[src/rtl/lstm_ctrl_pkg.sv]
// Shared types and reset defaults for the LSTM accelerator enable scheduler.
package lstm_ctrl_pkg;

  localparam int unsigned DIV_W_DEF      = 8;
  localparam int unsigned CELL_CNT_W_DEF = 16;
  localparam int unsigned PE_DIV_RST     = 8;
  localparam int unsigned CELL_DIV_RST   = 9;

  typedef enum logic [1:0] {S_IDLE, S_RUN, S_DRAIN, S_DONE} sched_state_t;

endpackage

[src/rtl/clk_en_sched_if.sv]
// Config handshake, run control and enable/status outputs of the enable scheduler.
interface clk_en_sched_if #(
  parameter int unsigned DIV_W      = 8,
  parameter int unsigned CELL_CNT_W = 16
);
  logic                  cfg_valid;
  logic                  cfg_ready;
  logic [DIV_W-1:0]      cfg_pe_div;
  logic [DIV_W-1:0]      cfg_cell_div;
  logic [CELL_CNT_W-1:0] cfg_n_cells;
  logic                  start;
  logic                  stop;
  logic                  pe_en;
  logic                  cell_en;
  logic                  busy;
  logic                  done;
  logic [CELL_CNT_W-1:0] cell_idx;

  modport master (
    output cfg_valid, cfg_pe_div, cfg_cell_div, cfg_n_cells, start, stop,
    input  cfg_ready, pe_en, cell_en, busy, done, cell_idx
  );

  modport slave (
    input  cfg_valid, cfg_pe_div, cfg_cell_div, cfg_n_cells, start, stop,
    output cfg_ready, pe_en, cell_en, busy, done, cell_idx
  );
endinterface

[src/rtl/en_div_cnt.sv]
// Divide-by-N counter producing a registered one-cycle strobe every div_i cycles while running.
module en_div_cnt #(
  parameter int unsigned DIV_W = 8
) (
  input  logic             clk_i,
  input  logic             rst_i,
  input  logic             clear_i,
  input  logic             run_i,
  input  logic [DIV_W-1:0] div_i,
  output logic             strobe_o
);
  logic [DIV_W-1:0] cnt_q, cnt_d, last;
  logic             strobe_q, strobe_d;

  // Ratios 0 and 1 both mean "every cycle".
  assign last = (div_i < DIV_W'(2)) ? '0 : div_i - 1'b1;

  // Strobe is registered from the next count so it lines up with counter == last.
  always_comb begin
    cnt_d    = cnt_q;
    strobe_d = 1'b0;
    if (clear_i) begin
      cnt_d    = '0;
      strobe_d = (last == '0);
    end else if (run_i) begin
      cnt_d    = (cnt_q == last) ? '0 : cnt_q + 1'b1;
      strobe_d = (cnt_d == last);
    end
  end

  always_ff @(posedge clk_i) begin
    if (rst_i) begin
      cnt_q    <= '0;
      strobe_q <= 1'b0;
    end else begin
      cnt_q    <= cnt_d;
      strobe_q <= strobe_d;
    end
  end

  assign strobe_o = strobe_q;
endmodule

[src/rtl/clk_en_sched.sv]
// Single-clock enable scheduler: pe_en / cell_en strobes on sys_clk with run-length control.
module clk_en_sched
  import lstm_ctrl_pkg::*;
#(
  parameter int unsigned DIV_W        = DIV_W_DEF,
  parameter int unsigned CELL_CNT_W   = CELL_CNT_W_DEF,
  parameter int unsigned PE_DIV_DEF   = PE_DIV_RST,
  parameter int unsigned CELL_DIV_DEF = CELL_DIV_RST
) (
  input logic           sys_clk,
  input logic           reset,
  clk_en_sched_if.slave bus
);
  sched_state_t          state_q, state_d;
  logic [DIV_W-1:0]      pe_div_q, pe_div_d, cell_div_q, cell_div_d;
  logic [CELL_CNT_W-1:0] n_cells_q, n_cells_d;
  logic [CELL_CNT_W-1:0] cell_idx_q, cell_idx_d, cell_idx_inc;
  logic                  busy_q, done_q, cfg_ready_q;
  logic                  cfg_we, start_run, run_d, last_cell;
  logic                  pe_en, cell_en;

  assign cfg_we       = bus.cfg_valid && (state_q == S_IDLE);
  assign start_run    = bus.start && (state_q == S_IDLE);
  assign cell_idx_inc = cell_idx_q + 1'b1;
  assign last_cell    = cell_en && (n_cells_q != '0) && (cell_idx_inc == n_cells_q);
  assign run_d        = (state_d == S_RUN) || (state_d == S_DRAIN);

  always_comb begin
    pe_div_d   = pe_div_q;
    cell_div_d = cell_div_q;
    n_cells_d  = n_cells_q;
    if (cfg_we) begin
      pe_div_d   = bus.cfg_pe_div;
      cell_div_d = bus.cfg_cell_div;
      n_cells_d  = bus.cfg_n_cells;
    end
  end

  always_comb begin
    state_d    = state_q;
    cell_idx_d = cell_en ? cell_idx_inc : cell_idx_q;
    unique case (state_q)
      S_IDLE: begin
        if (bus.start) begin
          state_d    = S_RUN;
          cell_idx_d = '0;
        end
      end
      // A final cell_en takes priority over a coincident stop.
      S_RUN: begin
        if (last_cell)     state_d = S_DONE;
        else if (bus.stop) state_d = S_DRAIN;
      end
      S_DRAIN: begin
        if (cell_en) state_d = S_IDLE;
      end
      S_DONE: state_d = S_IDLE;
    endcase
  end

  always_ff @(posedge sys_clk) begin
    if (reset) begin
      state_q     <= S_IDLE;
      busy_q      <= 1'b0;
      done_q      <= 1'b0;
      cfg_ready_q <= 1'b1;
      cell_idx_q  <= '0;
      pe_div_q    <= DIV_W'(PE_DIV_DEF);
      cell_div_q  <= DIV_W'(CELL_DIV_DEF);
      n_cells_q   <= '0;
    end else begin
      state_q     <= state_d;
      busy_q      <= (state_d != S_IDLE);
      done_q      <= (state_d == S_DONE);
      cfg_ready_q <= (state_d == S_IDLE);
      cell_idx_q  <= cell_idx_d;
      pe_div_q    <= pe_div_d;
      cell_div_q  <= cell_div_d;
      n_cells_q   <= n_cells_d;
    end
  end

  // Dividers see the next-state ratio so a config written with start is used immediately.
  en_div_cnt #(
    .DIV_W (DIV_W)
  ) u_pe_div (
    .clk_i    (sys_clk),
    .rst_i    (reset),
    .clear_i  (start_run),
    .run_i    (run_d),
    .div_i    (pe_div_d),
    .strobe_o (pe_en)
  );

  en_div_cnt #(
    .DIV_W (DIV_W)
  ) u_cell_div (
    .clk_i    (sys_clk),
    .rst_i    (reset),
    .clear_i  (start_run),
    .run_i    (run_d),
    .div_i    (cell_div_d),
    .strobe_o (cell_en)
  );

  assign bus.pe_en     = pe_en;
  assign bus.cell_en   = cell_en;
  assign bus.busy      = busy_q;
  assign bus.done      = done_q;
  assign bus.cfg_ready = cfg_ready_q;
  assign bus.cell_idx  = cell_idx_q;
endmodule

[src/flat_wrapper.sv]
// flat-port wrapper written by rule: the top's interface ports become plain ports
module clk_en_sched_flat import lstm_ctrl_pkg::*;
#(
  parameter int unsigned DIV_W        = DIV_W_DEF,
  parameter int unsigned CELL_CNT_W   = CELL_CNT_W_DEF,
  parameter int unsigned PE_DIV_DEF   = PE_DIV_RST,
  parameter int unsigned CELL_DIV_DEF = CELL_DIV_RST
)
  (sys_clk, reset, bus_cfg_valid, bus_cfg_pe_div, bus_cfg_cell_div, bus_cfg_n_cells, bus_start, bus_stop, bus_cfg_ready, bus_pe_en, bus_cell_en, bus_busy, bus_done, bus_cell_idx);
  clk_en_sched_if #(.DIV_W(DIV_W), .CELL_CNT_W(CELL_CNT_W)) bus_i ();
  input logic sys_clk;
  input logic reset;
  input wire logic [$bits(bus_i.cfg_valid)-1:0] bus_cfg_valid;
  input wire logic [$bits(bus_i.cfg_pe_div)-1:0] bus_cfg_pe_div;
  input wire logic [$bits(bus_i.cfg_cell_div)-1:0] bus_cfg_cell_div;
  input wire logic [$bits(bus_i.cfg_n_cells)-1:0] bus_cfg_n_cells;
  input wire logic [$bits(bus_i.start)-1:0] bus_start;
  input wire logic [$bits(bus_i.stop)-1:0] bus_stop;
  output wire logic [$bits(bus_i.cfg_ready)-1:0] bus_cfg_ready;
  output wire logic [$bits(bus_i.pe_en)-1:0] bus_pe_en;
  output wire logic [$bits(bus_i.cell_en)-1:0] bus_cell_en;
  output wire logic [$bits(bus_i.busy)-1:0] bus_busy;
  output wire logic [$bits(bus_i.done)-1:0] bus_done;
  output wire logic [$bits(bus_i.cell_idx)-1:0] bus_cell_idx;
  assign bus_i.cfg_valid = bus_cfg_valid;
  assign bus_i.cfg_pe_div = bus_cfg_pe_div;
  assign bus_i.cfg_cell_div = bus_cfg_cell_div;
  assign bus_i.cfg_n_cells = bus_cfg_n_cells;
  assign bus_i.start = bus_start;
  assign bus_i.stop = bus_stop;
  assign bus_cfg_ready = bus_i.cfg_ready;
  assign bus_pe_en = bus_i.pe_en;
  assign bus_cell_en = bus_i.cell_en;
  assign bus_busy = bus_i.busy;
  assign bus_done = bus_i.done;
  assign bus_cell_idx = bus_i.cell_idx;
  clk_en_sched #(.DIV_W(DIV_W), .CELL_CNT_W(CELL_CNT_W), .PE_DIV_DEF(PE_DIV_DEF), .CELL_DIV_DEF(CELL_DIV_DEF)) u_core (.sys_clk(sys_clk), .reset(reset), .bus(bus_i));
endmodule
[config.mk]
export PLATFORM = sky130hd
export DESIGN_NAME = clk_en_sched_flat
export DESIGN_NICKNAME = d
export VERILOG_FILES = /design/src/rtl/lstm_ctrl_pkg.sv /design/src/rtl/clk_en_sched_if.sv /design/src/rtl/en_div_cnt.sv /design/src/rtl/clk_en_sched.sv /design/src/flat_wrapper.sv
export SDC_FILE = /design/constraint.sdc
export NUM_CORES = 1
export LEC_CHECK = 0
export CAP_MARGIN = 10
export CORE_MARGIN = 8
export CORE_UTILIZATION = 51
export DETAILED_ROUTE_END_ITERATION = 6
export PLACE_DENSITY_LB_ADDON = 0.25
export SYNTH_ARGS = -nofsm -noshare
export SYNTH_HDL_FRONTEND = slang
export SYNTH_SLANG_ARGS = --single-unit
[constraint.sdc]
create_clock -name sys_clk -period 5.4 [get_ports sys_clk]
set_clock_uncertainty 0.2 [all_clocks]
set_input_delay 1.08 -clock sys_clk [delete_from_list [all_inputs] [get_ports sys_clk]]
set_output_delay 1.08 -clock sys_clk [all_outputs]
set_load 0.02 [all_outputs]
# ---- Word-level counts from Yosys, hierarchy flattened
# Index checks and enable logic that the tools add are counted.
dict set report word_totals {
  in_bits 37
  out_inout_bits 21
  rom_bits 0
  latch_bits 0
  wordCells 60
  memories 0
  mem_bits_rw 0
  register_bits 71
}
dict set report classes {
  n_mul 0
  addsub 5
  reduce_logical 12
  n_lt_le_gt_ge 2
  n_mux 18
  n_div 0
  n_eq_ne 11
  n_shift 0
  bitwise_logic 0
}
# op count
set op_table {}
lappend op_table {{two-way mux 16 bit} 3}
lappend op_table {{two-way mux 8 bit} 6}
lappend op_table {{== test 8 bit} 4}
lappend op_table {{adder 16 x 1 -> 16 bit, second input constant} 1}
lappend op_table {{adder 8 x 1 -> 8 bit, second input constant} 2}
lappend op_table {{== test 16 bit} 1}
lappend op_table {{zero test 8 bit} 2}
lappend op_table {{< comparator 8 x 2 -> 1 bit, second input constant} 2}
lappend op_table {{nonzero test 16 bit} 1}
lappend op_table {{subtractor 8 x 1 -> 8 bit, second input constant} 2}
lappend op_table {{== test 2 bit, second input constant} 4}
lappend op_table {{two-way mux 2 bit} 4}
lappend op_table {{one-hot mux 2 bit (4 select lines)} 1}
lappend op_table {{== test 2 x 1 -> 1 bit, second input constant} 2}
lappend op_table {{logical AND 1 bit} 4}
lappend op_table {{zero test 2 bit} 2}
lappend op_table {{two-way mux 1 bit} 4}
lappend op_table {{nonzero test 2 bit} 1}
lappend op_table {{OR reduction 2 bit} 1}
lappend op_table {{logical OR 1 bit} 1}

# ---- Longest topological paths before layout
# Gate-level depths: netlist of the first run.
dict set report logic_depth {
  depth_word 10
  mapped_depth 17
  ltp_nobuf 16
}

# ---- Hierarchy
# From an unflattened synthesis of the first run, not the netlist that was laid out.
dict set report hier_totals {
  cells_unflattened 630
  area_unflattened_um2 4922.2
}
# mod n_inst area_per_inst_um2 cells_per_inst seq_area_each_um2
set modules_own_cells {}
lappend modules_own_cells {clk_en_sched 1 2715.1 344 1061.0}
lappend modules_own_cells {en_div_cnt 2 1103.6 143 180.2}

# ---- Worst setup path after synthesis of the first run
# Ideal clock, no wire load.
dict set report synth_path {
  path_type {input to register}
  from {input port bus_cfg_valid}
  to {register u_core.u_cell_div.strobe_q, in the netlist u_core.u_cell_div.strobe_o}
  setup_time_ps 75
  arrival_ps 4840
  path_stages 17
  required_ps 5125
  path_buffers 4
  path_slack_ps 286
  path_cell_list {or3b_1 buf_6 buf_2 buf_1 mux2i_1 ha_1 nand2b_1 or3_1 a32oi_1 xnor2_1 or4bb_1 a32oi_2 and2_1 buf_4 mux2i_1 o2111ai_1 o22ai_1}
}
dict set report synth_via {
  elab_chain_len 9
  elab_cells_between_ends 11
  classes_between {add/sub: 1; order compare: 1; eq/ne: 2; mux: 5; reduce/logical: 2}
}
# item line_no
set synth_lines {}
lappend synth_lines {{from (decl)} flat_wrapper.sv:13} ;# input wire logic [$bits(bus_i.cfg_valid)-1:0] bus_cfg_valid;
lappend synth_lines {{logical AND 1 bit *} clk_en_sched.sv:22} ;# assign cfg_we = bus.cfg_valid && (state_q == S_IDLE);
lappend synth_lines {{two-way mux 8 bit *} clk_en_sched.sv:32} ;# if (cfg_we) begin
lappend synth_lines {{subtractor 8 x 1 -> 8 bit or < comparator 8 x 2 -> 1 bit (tied branches)} en_div_cnt.sv:16} ;# assign last = (div_i < DIV_W'(2)) ? '0 : div_i - 1'b1;
lappend synth_lines {{two-way mux 8 bit *} en_div_cnt.sv:16}
lappend synth_lines {{== test 8 bit} en_div_cnt.sv:26} ;# cnt_d = (cnt_q == last) ? '0 : cnt_q + 1'b1;
lappend synth_lines {{two-way mux 8 bit} en_div_cnt.sv:26}
lappend synth_lines {{== test 8 bit} en_div_cnt.sv:27} ;# strobe_d = (cnt_d == last);
lappend synth_lines {{two-way mux 1 bit} en_div_cnt.sv:25} ;# end else if (run_i) begin
lappend synth_lines {{two-way mux 1 bit *} en_div_cnt.sv:22} ;# if (clear_i) begin
lappend synth_lines {{to (signal assigned)} en_div_cnt.sv:37} ;# strobe_q <= strobe_d;
lappend synth_lines {{to (decl)} en_div_cnt.sv:13} ;# logic strobe_q, strobe_d;
# Mark *: on every way between the ends. The rest lies on a longest branch, timed or not.
# A chain may end at the register's enable or synchronous reset.

# ---- Final worst setup path of the first run
# Ends and elaborated chain as after synthesis.

==> results of run 1 <==
==> synth_stat cells (7+ instances only) <==
master / count
nand2_1: 84
dfxtp_1: 71
nor2_1: 69
a21oi_1: 48
xor2_1: 35
xnor2_1: 33
o21ai_0: 32
nand3_1: 27
clkbuf_1: 26
nor3_1: 18
nand4_1: 16
inv_1: 13
mux2i_1: 13
nor4_1: 13
nor2b_1: 12
or3_1: 10
nand3b_1: 9
nor3b_1: 8
a211oi_1: 7
buf_1: 7
ha_1: 7
==> cells by family (layout without fill, tap and decap cells) <==
family	after synthesis	after routing	share of synthesized area [%]
and+or+nand+nor	300	300	30.3
AOI/OAI and AO/OA	145	145	19.4
DFF	71	71	28.7
xor gates and xnor gates	68	68	12.0
buffers and inverters	54	107	4.56
muxes	16	16	3.30
adders and majority gates	7	7	1.77
==> power by group <==
group | switching, W | internal [W]
sequential | 0.0000304 | 0.000547
clock | 0.000226 | 0.000263
combinational | 0.000226 | 0.000169
total | 0.000483 | 0.000979
==> critical path: cells and delay by family <==
kind / cells / cell delay [ns]
xor gates and xnor gates: 1 / 0.19
AOI/OAI and AO/OA: 4 / 0.85
and+or+nand+nor: 5 / 1.79
adders and majority gates: 1 / 0.25
muxes: 2 / 0.48
buffers and inverters: 1 / 0.47
==> sequential cells by signal, summed over array words and instances (netlist names), 2 cells and up <==
register and cells:
u_core.bus.cell_idx 16, u_core.n_cells_q 16, u_core.cell_div_q 8, u_core.pe_div_q 8, u_core.u_cell_div.cnt_q 8, u_core.u_pe_div.cnt_q 8
u_core.state_q 2
==> layout make-up <==
cell class / count / share of cell area (%)
sequential: 71 / 24.1
clock buffer: 10 / 2.16
timing repair buffer: 77 / 12.2
clock inverter: 6 / 1.57
tap: 133 / 2.82
multi-input combinational: 536 / 56.2
inverter: 14 / 0.891
==> per-stage QoR <==
stage	power, W	worst slack, ns	hold WS (ns)	util [%]	area (um2)
after floorplan	0.000854	0.286	0.249	-	4960
after global placement	0.000972	0.265	0.274	59.2	5680
after detailed placement	0.000979	0.0458	0.279	59.2	5680
after CTS	0.00147	0.404	0.291	61.5	5900
after global routing	0.00154	0.122	0.323	61.5	5900
final	0.00146	0.378	0.295	61.5	5900
==> worst paths after layout <==
kind / to / depth (start not counted) / from / slack, ns
setup / recovery: u_core.u_cell_div.strobe_o / 14 / bus_cfg_valid / 0.38
hold / removal: u_core.cell_div_q[5] / 2 / u_core.cell_div_q[5] / 0.29
setup reg to reg: u_core.u_pe_div.strobe_o / 16 / u_core.bus.cell_idx[0] / 0.95
hold reg to reg: u_core.cell_div_q[5] / 2 / u_core.cell_div_q[5] / 0.29
==> routing by layer <==
metal	wire length [um]	vias up	part of all wire, %
met3	789	28	5.8
li1	-	2465	-
met4	316	0	2.3
met5	0	-	0
met1	6110	2339	45
met2	6430	158	47
==> qor.yml, run 1 <==
status: "finished, final reports clean"
fp.dieW_um: 115
cts_buffers: 9
power_leakage_nw: 2.07
synth_edf_count: 0
drt-initial-drc-count: 291
core_area_um2: 9590
viasPerCell: 5.89
multi_input_area_um2: 3320
tightest_slew_ns: 0.572
cts_sinks: 71
final_common_cell: "nand2_1"
grt_pass1_vias: 4682
synth.area.top_cells: "dfxtp_1 29%, nand2_1 6.4%, xor2_1 6.2%"
avgRoutedWirePerCell_um: 16.1
antenna_found_initial: 0
period_share_pct: 93.0
hold_violations: 0
fill_cells: 895
crit_top_cell: "mux2i_1"
h-tree-depth: 3
areaGrowthSynthToFinish_pct: 18.9
ctsResizeCount: 0
use_met2_pct: 34.5
period_minus_slack_ns: 5.02
io_pins: 58
hpwl_mm: 10.0
slew_violations: 0
synth_top_area_share_pct: 28.7
use_met3_pct: 3.32
grt_first_pass_wirelength_mm: 22.5
grt_max_degree: 39
endpoint_kind: "register"
async_flop_share_pct: 0
synth_warnings: 0
dp.cells: 831
clkTransAtPathRegs_ns: 0.08
finalWirelength_mm: 13.6
rsz0062_at_grt: "false"
crit_chain: "clkdlybuf4s50_1 > or3b_1 > mux2i_1 > ha_1 > nand2b_1 > or3_1 > a32oi_1 > xnor2_1 > or4bb_1 > a32oi_2 > and2_1 > mux2i_1 > o2111ai_1 > o22ai_1"
cts_setup_buffers: 0
cts_hold_buf: 0
fmax_ghz: 0.199
synth_area_um2: 4960
synth-main-ff-cell: "dfxtp_1"
cts-root-buf: "clkbuf_8"
setup-violations-final: 0
synth-seq-area-share_pct: 28.7
crit_path_max_fanout: 8
nNetsFinal: 753
syn_area_per_cell_um2: 7.51
vias: 4990
power.density_nw_per_um2: 248
seq_area_um2: 1420
layout.cells.non_filler: 847
dr.pass1.iters: 5
die_area_um2: 13100
startpoint_type: "primary input"
rows: 36
syn-num-nets: 705
layout_common_cells: "84 x nand2_1, 71 x dfxtp_1, 69 x nor2_1, 57 x clkdlybuf4s50_1, 48 x a21oi_1"
grt.overflow.total: 0
syn_inst: 661
clk_path_buf_depth: 2
drive_gt1_share_pct: 7.42
yosysTopAreaCell: "dfxtp_1"
crit_type: "in -> reg"
slowest_delay_ns: 0.52
clk_latency_ns: 0.36
tritoncts: "built"
peakVddDrop_mv: 0.130
min_path_type: "reg -> reg"
met1_usage_pct: 26.2
portBuffers: 57
slowest_stage: "or4bb_1"
arrival_ns: 5.11
gp_congestion: 0.918
die_h_um: 115
synth_cell_type_count: 70
worst-endpoint-required_ns: 5.49
grt.busiest_layer: "met2"
drv_cap: 0
synth_seq_cells: 71
maxSlewHeadroom_pct: 61.7
diodes: 0
grt_use_total_pct: 21.0
setup-tns-final_ns: 0
ant_nets: 0
route.detailed.drc: 0
start_util_pct: 51.7
Power figures use the tool's default switching activity.
==> run 2, diff against run 1 <==
CORE_ASPECT_RATIO = 1.5   (was default)
SLEW_MARGIN = 20   (was default)
==> run 2 against run 1 <==
Effect of this change: die area increased by 0.50%; non-clock buffer count decreased by 4; design area increased by 1.2%; critical path type unchanged; largest power group is now clock.
==> qor.yml, run 2 (synthesis gave the netlist of run 1 again) <==
status: "finished, final reports clean"  # unchanged
crit_top_cell: "mux2i_1"  # unchanged
finalWirelength_mm: 13.6  # about the same
final_common_cell: "nand2_1"  # unchanged
avgRoutedWirePerCell_um: 16.4  # was 16.1 um
cts_setup_buffers: 0  # unchanged
die_area_um2: 13200  # was 13,100 um2
portBuffers: 57  # unchanged
route.detailed.drc: 0  # unchanged
nNetsFinal: 749  # was 753
power.density_nw_per_um2: 274  # was 248 nW/um2
fill_cells: 889  # was 895
drt-initial-drc-count: 270  # was 291
peakVddDrop_mv: 0.233  # was 0.130 mV
die_h_um: 137  # was 115 um
cp_top_family: "simple AND/OR/NAND/NOR gates"  # unchanged
layout_common_cells: "84 x nand2_1, 71 x dfxtp_1, 69 x nor2_1, 57 x clkdlybuf4s50_1, 48 x a21oi_1"  # unchanged
slew_violations: 0  # unchanged
gp_congestion: 0.915  # was 0.918
grt.overflow.total: 0  # unchanged
arrival_ns: 5.04  # was 5.11 ns
maxSlewHeadroom_pct: 58.7  # was 61.7%
rsz0062_at_grt: "false"  # unchanged
crit_path_max_fanout: 8  # unchanged
slowest_stage: "or4bb_1"  # unchanged
r2r_slack_ns: 0.64  # was 0.95 ns
grt_first_pass_wirelength_mm: 22.4  # was 22.5 mm
rows: 44  # was 36
startpoint_type: "primary input"  # unchanged
endpoint_kind: "register"  # unchanged
antenna_found_initial: 0  # unchanged
clkTransAtPathRegs_ns: 0.06  # was 0.08 ns
min_path_type: "reg -> reg"  # unchanged
areaGrowthSynthToFinish_pct: 20.3  # was 18.9%
grt_use_total_pct: 20.9  # was 21.0%
hold_violations: 0  # unchanged
start_util_pct: 51.8  # was 51.7%
cts_hold_buf: 0  # unchanged
h-tree-depth: 3  # unchanged
tritoncts: "built"  # unchanged
hpwl_mm: 10.2  # was 10.0 mm
hold_slack_ns: 0.285  # was 0.295 ns
ctsResizeCount: 0  # unchanged
grt_pass1_vias: 4898  # was 4,682
crit_type: "in -> reg"  # unchanged
cts-root-buf: "clkbuf_16"  # was clkbuf_8
ant_nets: 0  # unchanged
cts_buffers: 9  # unchanged
crit_chain: "clkdlybuf4s50_1 > or3b_1 > mux2i_1 > ha_1 > nand2b_1 > or3_1 > a32oi_1 > xnor2_1 > or4bb_1 > a32oi_2 > and2_1 > mux2i_1 > o2111ai_1 > o22ai_1"  # unchanged
io_pins: 58  # unchanged
period_minus_slack_ns: 4.98  # was 5.02 ns
fmax_ghz: 0.201  # was 0.199 GHz
crit_buf_inv: 1  # unchanged
total_power_w: 0.00164  # was 0.00146 W
drive_gt1_share_pct: 7.04  # was 7.42%
diodes: 0  # unchanged
worst-endpoint-required_ns: 5.46  # was 5.49 ns
setup-tns-final_ns: 0  # unchanged
setup-violations-final: 0  # unchanged
fp.dieW_um: 96.5  # was 115 um
core_area_um2: 9580  # was 9590 um2
period_share_pct: 92.2  # was 93.0%
clk_latency_ns: 0.33  # was 0.36 ns
clk_path_buf_depth: 2  # unchanged
grt_max_degree: 45  # was 39
vias: 5003  # was 4,990
slowest_delay_ns: 0.51  # was 0.52 ns
cts_sinks: 71  # unchanged
power_leakage_nw: 2.12  # was 2.07 nW
drv_cap: 0  # unchanged
viasPerCell: 6.06  # was 5.89
dr.pass1.iters: 5  # unchanged
tightest_slew_ns: 0.613  # was 0.572 ns
==> run 2: changes by cell type in the layout (fill, tap and decap cells not counted), moves of 2 or more <==
cell        delta
clkbuf_8       -8
clkbuf_16      +9
buf_4          -5
clkinvlp_4     -2
==> run 2: worst min-delay path: cells and delay by family (launching register included) <==
kind / cells / cell delay (ns)
AND/OR/NAND/NOR: 1 / 0.06
flip-flops: 1 / 0.33
AO/OA/AOI/OAI: 1 / 0.05
==> run 2: routing by layer <==
layer | vias up | share of wire (%) | track usage (%)
met2 | 170 | 52 | 37.4
li1 | 2466 | - | -
met1 | 2317 | 39 | 22.1
met5 | - | 0 | 0
met3 | 50 | 4.4 | 3.29
met4 | 0 | 4.3 | 12.2
==> run 2: layout make-up <==
cell class              count  area, um2  area share (%)
clock buffers              10        239            4.00
clock inverters             6       91.3            1.53
inverters                  14       52.6           0.880
multi-input cells         536       3320            55.6
flip-flops and latches     71       1420            23.8
well taps                 115        144            2.41
repair buffers             73        703            11.8
==> run 2: metrics by stage <==
step	worst slack [ns]	std cells	util [%]	area [um2]
floorplan	0.286	661	-	4960
global placement	0.274	809	58.9	5640
detailed placement	0.0813	809	58.9	5640
CTS	0.457	825	62.3	5970
global route	0.113	825	62.3	5970
finish	0.419	825	62.3	5970
==> run 2: path summary, 6_finish.rpt <==
path | cells after the start | to | from
min reg2reg | 2 | u_core.n_cells_q[1] | u_core.n_cells_q[1]
min | 2 | u_core.n_cells_q[1] | u_core.n_cells_q[1]
max | 14 | u_core.u_cell_div.strobe_o | bus_cfg_valid
max reg2reg | 15 | u_core.u_pe_div.strobe_o | u_core.bus.cell_idx[0]
==> run 2: power breakdown <==
part | internal, W | total (W) | switching [W]
Clock | 0.000420 | 0.000663 | 0.000243
Combinational | 0.000168 | 0.000397 | 0.000230
Sequential | 0.000548 | 0.000577 | 0.0000294
Total | 0.00114 | 0.00164 | 0.000502
==> run 3, diff against run 2 <==
CAP_MARGIN = 40   (was 10)
==> results of run 3 <==
Same layout as run 2: the final DEF is identical, and so are final timing and power.
